===== src/rtl/regfile_write_arbiter.sv =====
// Shares the register_file write port between the ALU and load writeback paths.
// Latency: a request accepted at edge N drives RW during cycle N+1 at the earliest.
// Backpressure: one-entry buffer per side; ready = buffer empty or draining now; both ready low during flush.
module regfile_write_arbiter #(
  parameter int              DW      = 32,
  parameter int              AW      = 4,
  parameter logic [AW-1:0]   PC_ADDR = AW'(4'hF)
) (
  input  logic          CLK,
  input  logic          CLR,
  input  logic          flush,
  input  logic          alu_valid,
  input  logic [AW-1:0] alu_addr,
  input  logic [DW-1:0] alu_data,
  output logic          alu_ready,
  input  logic          mem_valid,
  input  logic [AW-1:0] mem_addr,
  input  logic [DW-1:0] mem_data,
  output logic          mem_ready,
  output logic          RW,
  output logic [AW-1:0] writeAddress,
  output logic [DW-1:0] I0,
  output logic          pc_wr,
  input  logic [AW-1:0] addressA,
  input  logic [AW-1:0] addressB,
  output logic          hazard_a,
  output logic          hazard_b
);

  // Holding buffers
  logic          abuf_v_q, abuf_v_d;
  logic [AW-1:0] abuf_addr_q, abuf_addr_d;
  logic [DW-1:0] abuf_data_q, abuf_data_d;
  logic          mbuf_v_q, mbuf_v_d;
  logic [AW-1:0] mbuf_addr_q, mbuf_addr_d;
  logic [DW-1:0] mbuf_data_q, mbuf_data_d;

  // Ordering state: old_q names the older buffer (0 = ALU, 1 = MEM) when both were
  // loaded on different edges; same_q marks both loaded on the same edge.
  logic          old_q, old_d;
  logic          same_q, same_d;
  logic          rr_q, rr_d;

  // Registered write port
  logic          rw_q, rw_d;
  logic          pc_wr_q, pc_wr_d;
  logic [AW-1:0] waddr_q, waddr_d;
  logic [DW-1:0] wdata_q, wdata_d;

  logic          grant_alu, grant_mem;
  logic          issue;
  logic          alu_acc, mem_acc;
  logic [AW-1:0] gnt_addr;
  logic [DW-1:0] gnt_data;

  // Grant selection, driven purely by buffer contents
  always_comb begin
    grant_alu = 1'b0;
    grant_mem = 1'b0;
    if (abuf_v_q && mbuf_v_q) begin
      if (!same_q) begin
        if (old_q) grant_mem = 1'b1;
        else       grant_alu = 1'b1;
      end else if (abuf_addr_q == mbuf_addr_q) begin
        // Same destination loaded together: ALU first so the load value lands last
        grant_alu = 1'b1;
      end else if (rr_q) begin
        grant_alu = 1'b1;
      end else begin
        grant_mem = 1'b1;
      end
    end else if (abuf_v_q) begin
      grant_alu = 1'b1;
    end else if (mbuf_v_q) begin
      grant_mem = 1'b1;
    end
  end

  // A flush discards buffered writes, so nothing issues on that edge
  assign issue    = (grant_alu | grant_mem) & ~flush;
  assign gnt_addr = grant_mem ? mbuf_addr_q : abuf_addr_q;
  assign gnt_data = grant_mem ? mbuf_data_q : abuf_data_q;

  assign alu_ready = ~flush & (~abuf_v_q | grant_alu);
  assign mem_ready = ~flush & (~mbuf_v_q | grant_mem);
  assign alu_acc   = alu_valid & alu_ready;
  assign mem_acc   = mem_valid & mem_ready;

  // Next-state for buffers, ordering state and the write port
  always_comb begin
    abuf_v_d    = abuf_v_q;
    abuf_addr_d = abuf_addr_q;
    abuf_data_d = abuf_data_q;
    mbuf_v_d    = mbuf_v_q;
    mbuf_addr_d = mbuf_addr_q;
    mbuf_data_d = mbuf_data_q;
    old_d       = old_q;
    same_d      = same_q;
    rr_d        = rr_q;

    if (flush) begin
      abuf_v_d = 1'b0;
    end else if (alu_acc) begin
      abuf_v_d    = 1'b1;
      abuf_addr_d = alu_addr;
      abuf_data_d = alu_data;
    end else if (grant_alu) begin
      abuf_v_d = 1'b0;
    end

    if (flush) begin
      mbuf_v_d = 1'b0;
    end else if (mem_acc) begin
      mbuf_v_d    = 1'b1;
      mbuf_addr_d = mem_addr;
      mbuf_data_d = mem_data;
    end else if (grant_mem) begin
      mbuf_v_d = 1'b0;
    end

    // Whichever side was not loaded this edge is the older one
    if (alu_acc && mem_acc) begin
      same_d = 1'b1;
    end else if (alu_acc) begin
      same_d = 1'b0;
      old_d  = 1'b1;
    end else if (mem_acc) begin
      same_d = 1'b0;
      old_d  = 1'b0;
    end

    if (issue) rr_d = grant_mem;

    rw_d    = issue;
    pc_wr_d = issue && (gnt_addr == PC_ADDR);
    waddr_d = issue ? gnt_addr : waddr_q;
    wdata_d = issue ? gnt_data : wdata_q;
  end

  // State registers with asynchronous clear
  always_ff @(posedge CLK or posedge CLR) begin
    if (CLR) begin
      abuf_v_q    <= 1'b0;
      abuf_addr_q <= '0;
      abuf_data_q <= '0;
      mbuf_v_q    <= 1'b0;
      mbuf_addr_q <= '0;
      mbuf_data_q <= '0;
      old_q       <= 1'b0;
      same_q      <= 1'b0;
      rr_q        <= 1'b1;
      rw_q        <= 1'b0;
      pc_wr_q     <= 1'b0;
      waddr_q     <= '0;
      wdata_q     <= '0;
    end else begin
      abuf_v_q    <= abuf_v_d;
      abuf_addr_q <= abuf_addr_d;
      abuf_data_q <= abuf_data_d;
      mbuf_v_q    <= mbuf_v_d;
      mbuf_addr_q <= mbuf_addr_d;
      mbuf_data_q <= mbuf_data_d;
      old_q       <= old_d;
      same_q      <= same_d;
      rr_q        <= rr_d;
      rw_q        <= rw_d;
      pc_wr_q     <= pc_wr_d;
      waddr_q     <= waddr_d;
      wdata_q     <= wdata_d;
    end
  end

  assign RW           = rw_q;
  assign pc_wr        = pc_wr_q;
  assign writeAddress = waddr_q;
  assign I0           = wdata_q;

  // Read hazards cover both buffered and in-flight writes
  assign hazard_a = (abuf_v_q && (abuf_addr_q == addressA)) ||
                    (mbuf_v_q && (mbuf_addr_q == addressA)) ||
                    (rw_q     && (waddr_q     == addressA));
  assign hazard_b = (abuf_v_q && (abuf_addr_q == addressB)) ||
                    (mbuf_v_q && (mbuf_addr_q == addressB)) ||
                    (rw_q     && (waddr_q     == addressB));

endmodule


===== config.mk =====
export PLATFORM = sky130hd
export DESIGN_NAME = regfile_write_arbiter
export DESIGN_NICKNAME = d
export VERILOG_FILES = /design/src/rtl/regfile_write_arbiter.sv
export SDC_FILE = /design/constraint.sdc
export NUM_CORES = 1
export LEC_CHECK = 0
export CAP_MARGIN = 30
export CORE_UTILIZATION = 41
export DETAILED_ROUTE_END_ITERATION = 16
export GPL_TIMING_DRIVEN = 0
export PLACE_DENSITY_LB_ADDON = 0.05
export SLEW_MARGIN = 30
export SYNTH_ARGS = -nofsm -noshare
export SYNTH_HDL_FRONTEND = slang
export SYNTH_SLANG_ARGS = --single-unit

===== constraint.sdc =====
create_clock -name CLK -period 3.4 [get_ports CLK]
set_input_delay 0.34 -clock CLK [delete_from_list [all_inputs] [get_ports CLK]]
set_output_delay 0.34 -clock CLK [all_outputs]
set_load 0.01 [all_outputs]

== Yosys cells after proc, flatten, opt, wreduce, memory -nomap -nowiden ==
Index checks and enable logic that the tools add are counted.
Storage, ports and cells
  bits in registers: 115
  input port bits: 85
  output and inout bits: 42
  word-level logic and storage cells: 78
Operators by class
  equal/unequal tests: 8
  muxes and demuxes: 25
  bitwise operators: 12
  reduce and logical (&&, ||, !) cells: 20
Operator list (number)
  32-bit 2-to-1 mux: 1
  4-bit == test: 7
  1-bit 2-to-1 mux: 23
  1-bit logical AND: 9
  3-bit nonzero test: 3
  2-bit AND reduction: 3
  1-bit bitwise AND: 5
  4-bit == test (second input constant): 1
  1-bit logical OR: 4
  4-bit 2-to-1 mux: 1
  1-bit NOT: 4
  1-bit OR: 3
  2-bit nonzero test: 1

== Depth between registers and ports, before layout ==
  depth in word-level cells: 10
  mapped depth: 9
  depth with buffers taken out: 6

== Worst setup path after synthesis ==
No wires, ideal clock.
  path type: register -> register
  start point: register abuf_addr_q[2]
  end point: register old_q
  arrival: 2.051 ns
  path slack: 1.224 ns
  stages on the path, launching flop included: 10
  path buffers: 3
  clock period less this slack: 2.176 ns
  path through: dfrtp_1 -> buf_2 -> xnor2_2 -> a41oi_2 -> o21ai_1 -> buf_2 -> buf_4 -> inv_1 -> ha_1 -> mux2_2
Between the ends
  word-level cells in the longest chain between the ends: 10
RTL lines
  start, declared: RTL line 32  | logic [AW-1:0] abuf_addr_q, abuf_addr_d;
  start signal, assigned: RTL line 158  | abuf_addr_q <= abuf_addr_d;
  4-bit == test (*): RTL line 64  | end else if (abuf_addr_q == mbuf_addr_q) begin
  1-bit 2-to-1 mux (*): RTL line 64
  1-bit 2-to-1 mux (*): RTL line 61  | if (!same_q) begin
  1-bit 2-to-1 mux (*): RTL line 60  | if (abuf_v_q && mbuf_v_q) begin
  1-bit OR (*): RTL line 84  | assign alu_ready = ~flush & (~abuf_v_q | grant_alu);
  1-bit bitwise AND (*): RTL line 84
  1-bit bitwise AND (*): RTL line 86  | assign alu_acc = alu_valid & alu_ready;
  via alu_acc: RTL line 52  | logic alu_acc, mem_acc;
  1-bit logical AND: RTL line 122  | if (alu_acc && mem_acc) begin
  1-bit NOT (no line)
  2-bit AND reduction (no line)
  end signal, assigned: RTL line 163  | old_q <= old_d;
  end, declared: RTL line 40  | logic old_q, old_d;
Mark *: on every way through the listed nets, which the timed path passes. The rest lies on a longest branch.
A chain may end at the register's enable or synchronous reset.

== Worst setup path in the final report ==
  start point: input port flush
  end point: output port alu_ready
Between the ends
  word-level cells in the longest chain between the ends: 2
RTL lines
  start, declared: RTL line 11  | input logic flush,
  1-bit NOT (no line)
  1-bit bitwise AND: RTL line 84
  end, declared: RTL line 15  | output logic alu_ready,
Every way passes these cells.

==> summary.txt <==
Synthesis
  – FF+latch count, synth: 115
  – Yosys cell types: 37
  – Post-synthesis average cell area: 11.9 um2
  – Post-synthesis sequential area ratio: 53.0%
  – Netlist Area Pre-Place: 5440 um2
  – Synthesized Nets: 544
  – Count of warnings emitted by yosys: 0
  – Syn Inst Count: 457

Power
  – Worst vdd ir: 348 uV
  – Power per cell area: 656 nW/um2
  – Total power: 4950 uW
  – Leakage dissipation: 0.00317 uW

Route
  – DRC Markers: 0
  – Avg Vias per Cell: 5.36
  – Post-Route WL: 14700 um
  – 1st-pass router iterations: 6
  – DR WL/cell: 18.7 um
  – 1st-iter DRT viols: 336
  – Post-DRT Antenna Nets: 0
  – Routed via count: 4227

Timing
  – Total Neg Setup Slack: 0 ns
  – Slew at the pin closest to its max-slew limit: 0.593 ns
  – Slew Limit Fails: 0
  – Final hold vios: 0
  – F_max: 334 MHz
  – Skew final: 0.00824 ns
  – RSZ-0062 raised after global routing: no
  – Final setup vio count: 0
  – Final Cycle Share: 88.0%
  – Period minus WS final: 2.99 ns
  – Worst slew margin: 60.5%
  – Final WS setup: 0.407 ns

Layout
  – Post-route insts no fill: 788
  – Nets@finish: 690
  – Area grow syn2layout: 38.8%
  – Share of layout cells above drive strength 1: 21.6%
  – # diodes: 0

Global route
  – Grt total ovfl: 0
  – Largest net degree at the start of global routing: 81
  – Vias in the first global route: 4480
  – Initial antenna violation count: 0
  – Global-route usage over all layers: 23.1%
  – First-pass GRT wire length: 23100 um

CTS
  – Post-CTS sizing: 0
  – # clock sinks: 115
  – Reg clk slew, reported paths: 0.05 ns
  – Bufs on Longest Clock Path: 2
  – CTS buffer count: 17
  – CTS tree: done
  – CTS root buffer: clkbuf_16
  – Cts hold-fix bufs: 0
  – # H-tree levels: 4
  – Clk_lat worst skew: 0.42 ns
  – Setup bufs post-CTS: 0

Worst setup path
  – Setup crit end kind: primary output
  – CP Data Arrival Time: 2.65 ns
  – Worst-path maximum fanout: 10
  – CP required: 3.06 ns
  – Setup crit start kind: input pin
  – Setup CP Type: in2out

Job
  – Max cap viols: 0

Die
  – Starting density of the core: 42.6%
  – CORE AREA: 12800 um2
  – Die W: 117 um
  – Die Ht: 117 um
  – Area of the die: 13700 um2
  – FP Rows: 41
  – IO Pins: 127

Placed design
  – Placed Instances: 756
  – Port Buf Inserts: 126
  – GP Congestion: 0.864
  – Pre-CTS setup slack: 0.455 ns
  – Post-DP HPWL: 10000 um

Status
  – Status: finished, final reports clean

Min path
  – HP Class: in2async
[metrics by stage]
step                      hold slack [ns]  cell area, um2  util, %
after floorplan                     0.403            5440        -
final                               0.289            7550     59.1
after CTS                           0.293            7550     59.1
after global placement              0.483            6910     54.1
after global routing                0.301            7550     59.1
after detailed placement            0.482            6950     54.4
[per-layer routing]
layer,track usage (%),wire length [um]
met1,29.9,6610
met2,36.1,7010
met3,6.23,826
met4,11.1,294
met5,0,0
[critical path, cell delays in order]
cell	delay [ns]
clkdlybuf4s50_1	0.49
inv_1	0.18
clkbuf_1	0.43
clkbuf_1	0.44
and2_1	0.23
clkdlybuf4s50_1	0.54
[worst paths after layout]
path,startpoint,to,slack (ns),cells after the start
hold reg to reg,I0[11]$_DFFE_PP0P_,I0[11]$_DFFE_PP0P_,0.50,2
hold / removal,CLR,I0[5]$_DFFE_PP0P_,0.29,2
setup / recovery,flush,alu_ready,0.41,6
max in group asynchronous,CLR,rr_q$_DFFE_PP1P_,2.42,3
min in group CLK,I0[11]$_DFFE_PP0P_,I0[11]$_DFFE_PP0P_,0.50,2
setup reg to reg,abuf_addr_q[2]$_DFFE_PP0P_,old_q$_DFFE_PP0P_,0.75,9
[state kept, by name, summed over array words and instances, names as in the netlist]
register	flops
I0	32
abuf_data_q	32
mbuf_data_q	32
abuf_addr_q	4
mbuf_addr_q	4
writeAddress	4
RW	1
abuf_v_q	1
mbuf_v_q	1
old_q	1
pc_wr	1
rr_q	1
same_q	1
[where the power goes]
| group | internal [uW] | switching, uW | total [uW] |
|---|---|---|---|
| sequential | 1700 | 206 | 1900 |
| combinational | 703 | 555 | 1260 |
| clock | 1170 | 618 | 1790 |
| total | 3570 | 1380 | 4950 |
[final cells by class]
cell class                 count  area [um2]
inverter                       7        33.8
timing repair buffer         127        1290
clock buffer                  24         502
multi-input combinational    289        2310
tap                          172         215
clock inverter                 8        98.8
sequential                   115        2880
buffer                        46         219
fill                        1102        5230
[kinds of logic after synthesis]
kind of cell | synth area share (%)
muxes | 16.7
xor gates and xnor gates | 5.06
AOI/OAI and AO/OA | 7.66
DFF | 53.0
adders and majority gates | 0.460
and+or+nand+nor | 12.6
buffers and inverters | 4.51
[cell usage after synthesis]
cell type  number  area, um2
mux2_2         54        608
inv_2           1       3.75
a22o_1          1       8.76
a21o_1          1       7.51
buf_4           1       7.51
o311ai_0        1       8.76
dfrtp_1       114       2850
o311a_1         1       10.0
o2111ai_1      36        315
and2_1          1       6.26
xnor2_1         8       70.1
buf_1           3       11.3
o21ai_0         2       10.0
nor3_1          6       30.0
a41oi_2         1       16.3
nor2_1          1       3.75
nand3_1        44        220
clkbuf_1       23       86.3
and4_1          1       8.76
o21ai_1         1       5.00
xnor2_2         4       65.1
nand2_1        41        154
a41o_1          1       10.0
nand2b_1        2       12.5
inv_1           6       22.5
o21a_1          1       7.51
o21bai_1        1       7.51
a21oi_1         2       10.0
nand3b_1        1       7.51
xor2_1         16        140
ha_1            2       25.0
buf_6           3       33.8
nor2b_1         2       12.5
nand4_1        37        231
dfstp_2         1       26.3
buf_2          16       80.1
mux2_4         20        300
[layout by cell type (no fill, tap or decap), types with 2 or more instances in the layout]
| cell type | n |
|---|---|
| clkdlybuf4s50_1 | 126 |
| dfrtp_1 | 114 |
| mux2_2 | 54 |
| nand3_1 | 44 |
| nand2_1 | 41 |
| nand4_1 | 37 |
| o2111ai_1 | 36 |
| clkbuf_1 | 25 |
| mux2_4 | 20 |
| clkbuf_16 | 17 |
| buf_2 | 16 |
| xor2_1 | 16 |
| xnor2_1 | 8 |
| nor3_1 | 6 |
| inv_1 | 5 |
| clkbuf_8 | 5 |
| xnor2_2 | 4 |
| buf_1 | 3 |
| buf_6 | 3 |
| clkinv_2 | 3 |
| nand2b_1 | 2 |
| nor2b_1 | 2 |
| o21ai_0 | 2 |
| a21oi_1 | 2 |
| ha_1 | 2 |
| clkinvlp_4 | 2 |
| bufinv_16 | 2 |
(Power assumes the default switching activity.)
